**config.mk**
```make
export PLATFORM = sky130hd
export DESIGN_NAME = game_loader
export DESIGN_NICKNAME = d
export VERILOG_FILES = /design/src/rtl/game_loader_pkg.sv /design/src/rtl/game_loader_palette.sv /design/src/rtl/game_loader.sv
export SDC_FILE = /design/constraint.sdc
export NUM_CORES = 1
export LEC_CHECK = 0
export CELL_PAD_IN_SITES_DETAIL_PLACEMENT = 0
export CELL_PAD_IN_SITES_GLOBAL_PLACEMENT = 1
export CORE_ASPECT_RATIO = 1.75
export CORE_MARGIN = 2
export CORE_UTILIZATION = 39
export DETAILED_ROUTE_END_ITERATION = 8
export PLACE_DENSITY = 0.87
export SETUP_SLACK_MARGIN = 0.15
export SYNTH_ARGS = -nofsm -noshare
export SYNTH_HDL_FRONTEND = slang
export SYNTH_HIERARCHICAL = 1
export SYNTH_SLANG_ARGS = --single-unit
```
**constraint.sdc**
```tcl
create_clock -name clock -period 2.5 [get_ports clock]
set_input_delay 0.375 -clock clock [delete_from_list [all_inputs] [get_ports clock]]
set_output_delay 0.375 -clock clock [all_outputs]
set_load 0.005 [all_outputs]
```
**src/rtl/game_loader_pkg.sv**
```systemverilog
// ============================================================================
//  Module      : game_loader_pkg
//  Description : Shared game codes, colours, screen size and loader state
//                encoding for the game loader and the game-select FSM.
//  Revision    : 1.0 - initial release
// ============================================================================
`default_nettype none

package game_loader_pkg;

    // Game codes shared with the game-select FSM
    localparam logic [2:0] GAME_PONG = 3'd0;
    localparam logic [2:0] GAME_DINO = 3'd1;

    // Colours {R,G,B}
    localparam logic [2:0] COL_BLACK = 3'b000;
    localparam logic [2:0] COL_WHITE = 3'b111;

    // Framebuffer geometry
    localparam int SCREEN_W = 160;
    localparam int SCREEN_H = 120;

    // Loader FSM states
    typedef enum logic [1:0] {
        ST_IDLE = 2'd0,
        ST_SCAN = 2'd1,
        ST_DONE = 2'd2
    } load_state_t;

endpackage

`default_nettype wire

```
**src/rtl/game_loader_palette.sv**
```systemverilog
// ============================================================================
//  Module      : game_loader_palette
//  Description : Combinational pixel colour for a game's static screen:
//                background plus decoration (Pong net, Dino ground line).
//                Optional border enabled by GAME_LOADER_BORDER_EN.
//  Revision    : 1.0 - initial release
// ============================================================================
`default_nettype none

module game_loader_palette
    import game_loader_pkg::*;
#(
    parameter int WIDTH    = SCREEN_W,
    parameter int HEIGHT   = SCREEN_H,
    parameter int GROUND_Y = 100,
    parameter int NET_X    = 80
) (
    input  logic [2:0] game,
    input  logic [7:0] cx,
    input  logic [6:0] cy,
    output logic [2:0] colour
);

    localparam logic [7:0] c_net_x    = 8'(NET_X);
    localparam logic [6:0] c_ground_y = 7'(GROUND_Y);
`ifdef GAME_LOADER_BORDER_EN
    localparam logic [7:0] c_x_last   = 8'(WIDTH - 1);
    localparam logic [6:0] c_y_last   = 7'(HEIGHT - 1);
`endif

    logic [2:0] w_bg;
    logic [2:0] w_deco_col;
    logic       w_deco_hit;
`ifdef GAME_LOADER_BORDER_EN
    logic [2:0] w_fg;
`endif

    // Pick background/decoration per game, then layer border and decoration
    always_comb begin
        w_bg       = COL_BLACK;
        w_deco_col = COL_BLACK;
        w_deco_hit = 1'b0;
`ifdef GAME_LOADER_BORDER_EN
        w_fg       = COL_BLACK;
`endif
        case (game)
            GAME_PONG: begin
                w_bg       = COL_BLACK;
                w_deco_col = COL_WHITE;
                // Dashed net: 4 rows on, 4 rows off
                w_deco_hit = (cx == c_net_x) && !cy[2];
`ifdef GAME_LOADER_BORDER_EN
                w_fg       = COL_WHITE;
`endif
            end
            GAME_DINO: begin
                w_bg       = COL_WHITE;
                w_deco_col = COL_BLACK;
                w_deco_hit = (cy == c_ground_y);
`ifdef GAME_LOADER_BORDER_EN
                w_fg       = COL_BLACK;
`endif
            end
            default: begin
                w_bg       = COL_BLACK;
                w_deco_col = COL_BLACK;
                w_deco_hit = 1'b0;
            end
        endcase

        colour = w_bg;
`ifdef GAME_LOADER_BORDER_EN
        if ((cx == 8'd0) || (cx == c_x_last) || (cy == 7'd0) || (cy == c_y_last)) begin
            colour = w_fg;
        end
`endif
        if (w_deco_hit) begin
            colour = w_deco_col;
        end
    end

endmodule

`default_nettype wire

```
**src/rtl/game_loader.sv**
```systemverilog
// ============================================================================
//  Module      : game_loader
//  Description : Responder side of the game-select load handshake. On load,
//                latches the game code and raster-scans the framebuffer,
//                one registered pixel per unstalled cycle, then holds
//                doneLoading until load falls.
//                Optional macro: GAME_LOADER_BORDER_EN (screen border).
//  Revision    : 1.0 - initial release
// ============================================================================
`default_nettype none

module game_loader
    import game_loader_pkg::*;
#(
    parameter int WIDTH    = SCREEN_W,
    parameter int HEIGHT   = SCREEN_H,
    parameter int GROUND_Y = 100,
    parameter int NET_X    = 80
) (
    input  logic       clock,
    input  logic       resetn,
    input  logic       load,
    input  logic [2:0] game,
    input  logic       stall,
    output logic [7:0] x,
    output logic [6:0] y,
    output logic [2:0] colour,
    output logic       plot,
    output logic       doneLoading
);

    localparam logic [7:0] c_x_last = 8'(WIDTH - 1);
    localparam logic [6:0] c_y_last = 7'(HEIGHT - 1);

    load_state_t r_state, w_state_n;
    logic [2:0]  r_g, w_g_n;
    logic [7:0]  r_cx, w_cx_n;
    logic [6:0]  r_cy, w_cy_n;
    logic [7:0]  r_x, w_x_n;
    logic [6:0]  r_y, w_y_n;
    logic [2:0]  r_colour, w_colour_n;
    logic        r_plot, w_plot_n;
    logic        r_done, w_done_n;
    logic [2:0]  w_pix_col;

    game_loader_palette #(
        .WIDTH    (WIDTH),
        .HEIGHT   (HEIGHT),
        .GROUND_Y (GROUND_Y),
        .NET_X    (NET_X)
    ) u_palette (
        .game   (r_g),
        .cx     (r_cx),
        .cy     (r_cy),
        .colour (w_pix_col)
    );

    // Next-state, scan counters and registered pixel outputs
    always_comb begin
        w_state_n  = r_state;
        w_g_n      = r_g;
        w_cx_n     = r_cx;
        w_cy_n     = r_cy;
        w_x_n      = r_x;
        w_y_n      = r_y;
        w_colour_n = r_colour;
        w_plot_n   = 1'b0;
        w_done_n   = 1'b0;
        case (r_state)
            ST_IDLE: begin
                if (load) begin
                    w_state_n = ST_SCAN;
                    w_g_n     = game;
                    w_cx_n    = 8'd0;
                    w_cy_n    = 7'd0;
                end
            end
            ST_SCAN: begin
                // Abort takes priority, even on the final pixel
                if (!load) begin
                    w_state_n = ST_IDLE;
                end else if (!stall) begin
                    w_x_n      = r_cx;
                    w_y_n      = r_cy;
                    w_colour_n = w_pix_col;
                    w_plot_n   = 1'b1;
                    if ((r_cx == c_x_last) && (r_cy == c_y_last)) begin
                        w_state_n = ST_DONE;
                    end else if (r_cx == c_x_last) begin
                        w_cx_n = 8'd0;
                        w_cy_n = r_cy + 7'd1;
                    end else begin
                        w_cx_n = r_cx + 8'd1;
                    end
                end
            end
            ST_DONE: begin
                // Held level for the slow requester; drops with load
                if (!load) begin
                    w_state_n = ST_IDLE;
                end else begin
                    w_done_n = 1'b1;
                end
            end
            default: begin
                w_state_n = ST_IDLE;
            end
        endcase
    end

    // State and output registers with synchronous active-low reset
    always_ff @(posedge clock) begin
        if (!resetn) begin
            r_state  <= ST_IDLE;
            r_g      <= 3'd0;
            r_cx     <= 8'd0;
            r_cy     <= 7'd0;
            r_x      <= 8'd0;
            r_y      <= 7'd0;
            r_colour <= 3'd0;
            r_plot   <= 1'b0;
            r_done   <= 1'b0;
        end else begin
            r_state  <= w_state_n;
            r_g      <= w_g_n;
            r_cx     <= w_cx_n;
            r_cy     <= w_cy_n;
            r_x      <= w_x_n;
            r_y      <= w_y_n;
            r_colour <= w_colour_n;
            r_plot   <= w_plot_n;
            r_done   <= w_done_n;
        end
    end

    assign x           = r_x;
    assign y           = r_y;
    assign colour      = r_colour;
    assign plot        = r_plot;
    assign doneLoading = r_done;

endmodule

`default_nettype wire

```
* Word level (Yosys, flattened, before mapping)
Index checks and enable logic that the tools add are counted.
** Storage, ports and cells
- Bits in read-only memories :: 0
- RAM bits :: 0
- Register bits :: 40
- Latch bits :: 0
- Memories kept :: 0
- Word-level logic and storage cells :: 64
- Output and inout bits :: 20
- Bits of input ports :: 7
** Cells by class
- Bitwise operators :: 1
- Add/sub/neg operators :: 2
- Order comparisons :: 0
- Muxes and demuxes :: 24
- Reduce and logical (&&, ||, !) cells :: 13
- Divide/modulo/power cells :: 0
- Shift operators :: 0
- Eq/ne operators :: 15
- $mul :: 0
** Operators with widths (number)
- 8-bit 2-to-1 mux :: 5
- 7-bit 2-to-1 mux :: 5
- 8-bit one-hot mux with 2 select lines :: 1
- 7-bit == test (second input constant) :: 2
- 7-bit one-hot mux with 2 select lines :: 1
- 2-bit inequality test (second input constant) :: 6
- 2-bit 2-to-1 mux :: 5
- 3-bit 2-to-1 mux :: 3
- 8-bit by 1-bit adder with 8-bit output (second input constant) :: 1
- 8-bit by 7-bit == test with 1-bit output (second input constant) :: 1
- 8-bit == test (second input constant) :: 1
- 7-bit by 1-bit adder with 7-bit output (second input constant) :: 1
- 3-bit inequality test (second input constant) :: 2
- 2-bit one-hot mux with 3 select lines :: 1
- 3-bit AND reduction :: 2
- 6-bit AND reduction :: 1
- 5-bit AND reduction :: 1
- 2-bit AND reduction :: 2
- 4-bit AND reduction :: 1
- 3-bit by 1-bit == test with 1-bit output (second input constant) :: 1
- 3-bit logical NOT :: 1
- 2-bit by 1-bit == test with 1-bit output (second input constant) :: 1
- 2-bit == test (second input constant) :: 1
- 1-bit logical AND :: 2
- 6 further kinds :: 7

* Depth between registers and ports, before layout
- Depth in word-level cells :: 6
- Gate-level depth with buffers :: 6
- Mapped depth without buffers :: 6

* Modules after synthesis
Netlist, hierarchy kept.
** By module, submodules not included
- game_loader :: area an instance 1687.9 µm², cells an instance 208, seq. area each 800.8 µm², times used 1
- game_loader_palette :: area an instance 86.3 µm², cells an instance 9, seq. area each 0.0 µm², times used 1

* Worst setup path before layout
OpenSTA, ideal clock, no wires.
- Kind :: reg2reg
- Start :: reg r_cx[0]
- End :: reg r_cy[5]
- Path buffers :: 0
- Stages on the path, launching flop included :: 7
- Clock period less this slack :: 1.886 ns
- Library setup time :: 0.074 ns
- Setup slack :: 0.614 ns
- Required time :: 2.426 ns
- Arrival :: 1.812 ns
- Cells stage by stage :: dfxtp_1 ha_1 and4_2 nand2_1 or3_4 or3_1 a31oi_1
** Between the ends
- Cells in the longest elaborated chain, start to end :: 4
- Elaborated cells between the ends (all ways) :: 5
- Those cells by class :: eq/ne: 3; reduce/logical: 2
** RTL lines
- start: declaration :: line game_loader.sv:37 : logic [7:0] r_cx, w_cx_n;
- start signal: assignment :: line game_loader.sv:126 : r_cx <= w_cx_n;
- 8-bit == test * :: line game_loader.sv:87, game_loader.sv:89
- 1-bit logical AND :: line game_loader.sv:87 : if ((r_cx == c_x_last) && (r_cy == c_y_last)) begin
- 2-bit inequality test (no source line)
- 6-bit AND reduction (no source line) *
- end signal: assignment :: line game_loader.sv:127 : r_cy <= w_cy_n;
- end: declaration :: line game_loader.sv:38 : logic [6:0] r_cy, w_cy_n;
Every way passes the cells marked *; elsewhere a longest branch is shown, timed or not.
A chain may end at the register's enable or synchronous reset.

* Final worst setup path
- Start :: reg r_cx[0]
- End :: reg r_cx[6]
** Between the ends
- Cells in the longest elaborated chain, start to end :: 6
- Elaborated cells between the ends (all ways) :: 10
- Those cells by class :: add/sub: 1; eq/ne: 2; mux: 5; reduce/logical: 2
** RTL lines
- 8-bit by 1-bit adder with 8-bit output or 8-bit == test (tied branches) :: line game_loader.sv:93, game_loader.sv:87, game_loader.sv:89
- 8-bit 2-to-1 mux :: line game_loader.sv:89 : end else if (r_cx == c_x_last) begin
- 8-bit 2-to-1 mux :: line game_loader.sv:87
- 8-bit 2-to-1 mux :: line game_loader.sv:82 : end else if (!stall) begin
- 8-bit 2-to-1 mux :: line game_loader.sv:80 : if (!load) begin
- 8-bit one-hot mux with 2 select lines :: line game_loader.sv:69 : case (r_state)
Several ways; a longest one is shown, not always the timed one. The select of a mux whose other input is x is not followed.

==> results.md <==
- Final setup vio count: 0
- Worst-Margin Slew: 0.5239 ns
- Post-synth EDFFs: 0
- Reg power frac: 56.0%
- Clk Tree Root Cell: clkbuf_8
- Worst r2r src: r_cx[0]
- Grt total ovfl: 0
- Peak VDD IR: 0.0004352 V
- Initial Util: 40.28%
- Via count: 1607
- Clock group share of total power: 37.6%
- Status: complete, no violations
- Tmin final: 2.099 ns
- Commonest cells in the netlist: nand2_1 (54), dfxtp_1 (40), a21oi_1 (30), nor2_1 (14), o21ai_0 (9)
- Post-Syn Area: 1774 um2
- IO buf count: 26
- Pins over their slew limit: 0
- Worst setup path startpoint: r_cx[0]
- Wire length per cell: 13.96 um
- Fillers: 464
- Diodes inserted: 0
- #FFs+latches synth: 40
- Post-cts hold buffer count: 0
- Most frequent cell after synthesis: nand2_1
- Internal power: 895.8 uW
- Postcts setup bufs: 0
- Most common flop cell mapped by yosys: dfxtp_1
- Element type at the critical path end: flip-flop
- CTS tree: yes
- First-pass GRT wire length: 7.217 mm
- Die H: 93.23 um
- Rel. slew slack: 64.91%
- Worst Path Arrival: 2.29 ns
- Worst path bufs/invs: 0
- Switching component of the power: 258.8 uW
- Worst setup SP type: flip-flop
- Asr flop ratio synth: 0%
- Clk slew on worst S/H paths: 0.07 ns
- Die extent in x: 54.99 um
- DPL Wire Length: 3.045 mm
- Family with the most delay on the worst path: compound AO/OA/AOI/OAI gates
- Row count: 32
- Post-cts resize count: 0
- DR pass1 iterations: 5
- Maximum clock rate: 476.5 MHz
- Distinct cells, synth: 41
- Setup TNS: 0 ns
- Minimum hold slack: 0.4559 ns
- Combinational fraction of design power: 6.4%
- Number of max-cap violations: 0
- CTS Buffer Depth: 2
- Post-layout util: 49.40%
- Min-delay worst type: flip-flop to flip-flop
- Sequential area share after synthesis: 45.13%
- DRC violation total after the first TritonRoute iteration: 32
- CP max FO: 6
- Post-synth top area share: 45.13%
- Fin. Hold Viols: 0
- DRC: 0
- Mapped Nets: 226
- DRT Wirelength: 4.133 mm
- Skew final: 0.005415 ns
- Clock latency at the later pin of the worst-skew pair: 0.29 ns
- Vias/cell: 5.429
- Post-Syn Instances: 217
- Crit path kind: flip-flop to flip-flop
- CP Data Required Time: 2.69 ns
- RSZ-0062 raised after global routing: false
- Die Area: 5126 um2
- Clock Sinks: 40
- Total global-route track usage: 19.27%
- Worst-path cell chain: ha_1, and4_2, and2_1, a31oi_1, nand2_1, a31o_2
- Htree depth: 2
- Max incr delay on CP: 0.48 ns
- Warnings from Yosys: 6
- Post-synth top area cell: dfxtp_1
- CP max-delay cell: a31oi_1
- Final ANT Viol Nets: 0
- Layout area overhead: 22.64%
- # IOs: 27
- Leakage: 0.7436 nW
- Core area: 4404 um2
- Final RePlAce weighted congestion: 0.8266
- Switching portion of total power: 22.41%
- Syn avg cell area: 8.176 um2
- Nets: 253
- Ratio of cells with drive above 1 in the final layout: 10.61%
- Synth area leaders: dfxtp_1 (45%), nand2_1 (11%), a21oi_1 (8.5%)
- Hold path start: x[7]
- Final period utilization: 83.95%
- CTS buffer count: 5
- Initial antenna violation count: 0
- Pwr dens: 530.6 nW/um2
- Largest net degree at the start of global routing: 22
- Vias in the first global route: 1605
==> cell type report <==
type | count | area [um2] | area share, %
clock buffers | 8 | 90.09 | 4.140
repair buffers | 31 | 297.8 | 13.69
multi-input cells | 164 | 915.9 | 42.09
well taps | 51 | 63.81 | 2.933
inverters | 2 | 7.507 | 0.3450
flip-flops and latches | 40 | 800.8 | 36.80
==> path summary, 6_finish.rpt <==
kind,end,cells past startpoint,slack [ns]
max,r_cx[6],6,0.40
max reg2reg,r_cx[6],6,0.40
min reg2reg,x[7],2,0.46
min,x[7],2,0.46
==> cell usage in the layout (no fill, tap or decap), types with 2 or more instances in the layout <==
master	synthesis	routed
clkbuf_8	0	6
mux2i_1	3	3
o21ai_0	9	9
nand3_1	8	8
or3_1	2	2
and2_1	2	2
clkdlybuf4s50_1	0	26
clkbuf_1	8	2
nor3b_2	2	2
dfxtp_1	40	40
a31o_2	3	3
nand4b_1	5	5
nor2_1	14	14
or2_2	2	2
nand2_1	54	54
and3_1	3	3
nor4_1	2	2
a31oi_1	2	2
ha_1	2	2
a21oi_1	30	30
buf_4	2	5
or4_1	3	3
==> power groups by stage <==
stage               Clock (mW)  Sequential [mW]  Combinational [mW]
detailed placement           0            0.661              0.0738
floorplan                    0            0.660              0.0480
CTS                      0.451            0.646              0.0740
global placement             0            0.661              0.0738
finish                   0.434            0.647              0.0734
global route             0.483            0.647              0.0829
==> logic make-up after synthesis <==
group,count (synthesis),share of synthesized area (%)
flops,40,45.13
simple gates,108,30.89
buf+inv,13,3.243
compound gates,50,17.00
mux,4,2.327
fa+ha+maj,2,1.410
==> worst register-to-register path, delay by kind of cell (launching register included) <==
kind            cells  cell delay (ns)
fa+ha+maj           1             0.26
compound gates      2             0.74
flops               1             0.38
simple gates        3             0.61
==> through the flow <==
step                      cell area, um2  instances  worst slack (ns)  total power [mW]
after floorplan                     1774        217            0.6141            0.7083
after global placement              2086        288            0.3657            0.7352
after detailed placement            2086        288            0.3360            0.7353
after CTS                           2176        296            0.4229             1.171
after global routing                2176        296            0.2696             1.212
final                               2176        296            0.4012             1.155
==> routing by layer <==
metal | global-route usage (%) | share of wire [%] | wire length (um) | vias to the layer above
met2 | 33.73 | 55 | 2272 | 33
li1 | - | - | - | 813
met3 | 3.834 | 3.1 | 128 | 9
met5 | 0 | 0 | 0 | -
met4 | 9.350 | 3.0 | 124 | 0
met1 | 20.77 | 39 | 1609 | 752
==> sequential cells by signal, indices dropped and copies added (netlist names) <==
register and count:
r_cx 8, r_cy 7, colour 3, r_state 2, r_g 3, plot 1
doneLoading 1, x 8, y 7
Note: power is estimated with default switching activity, not from simulation.
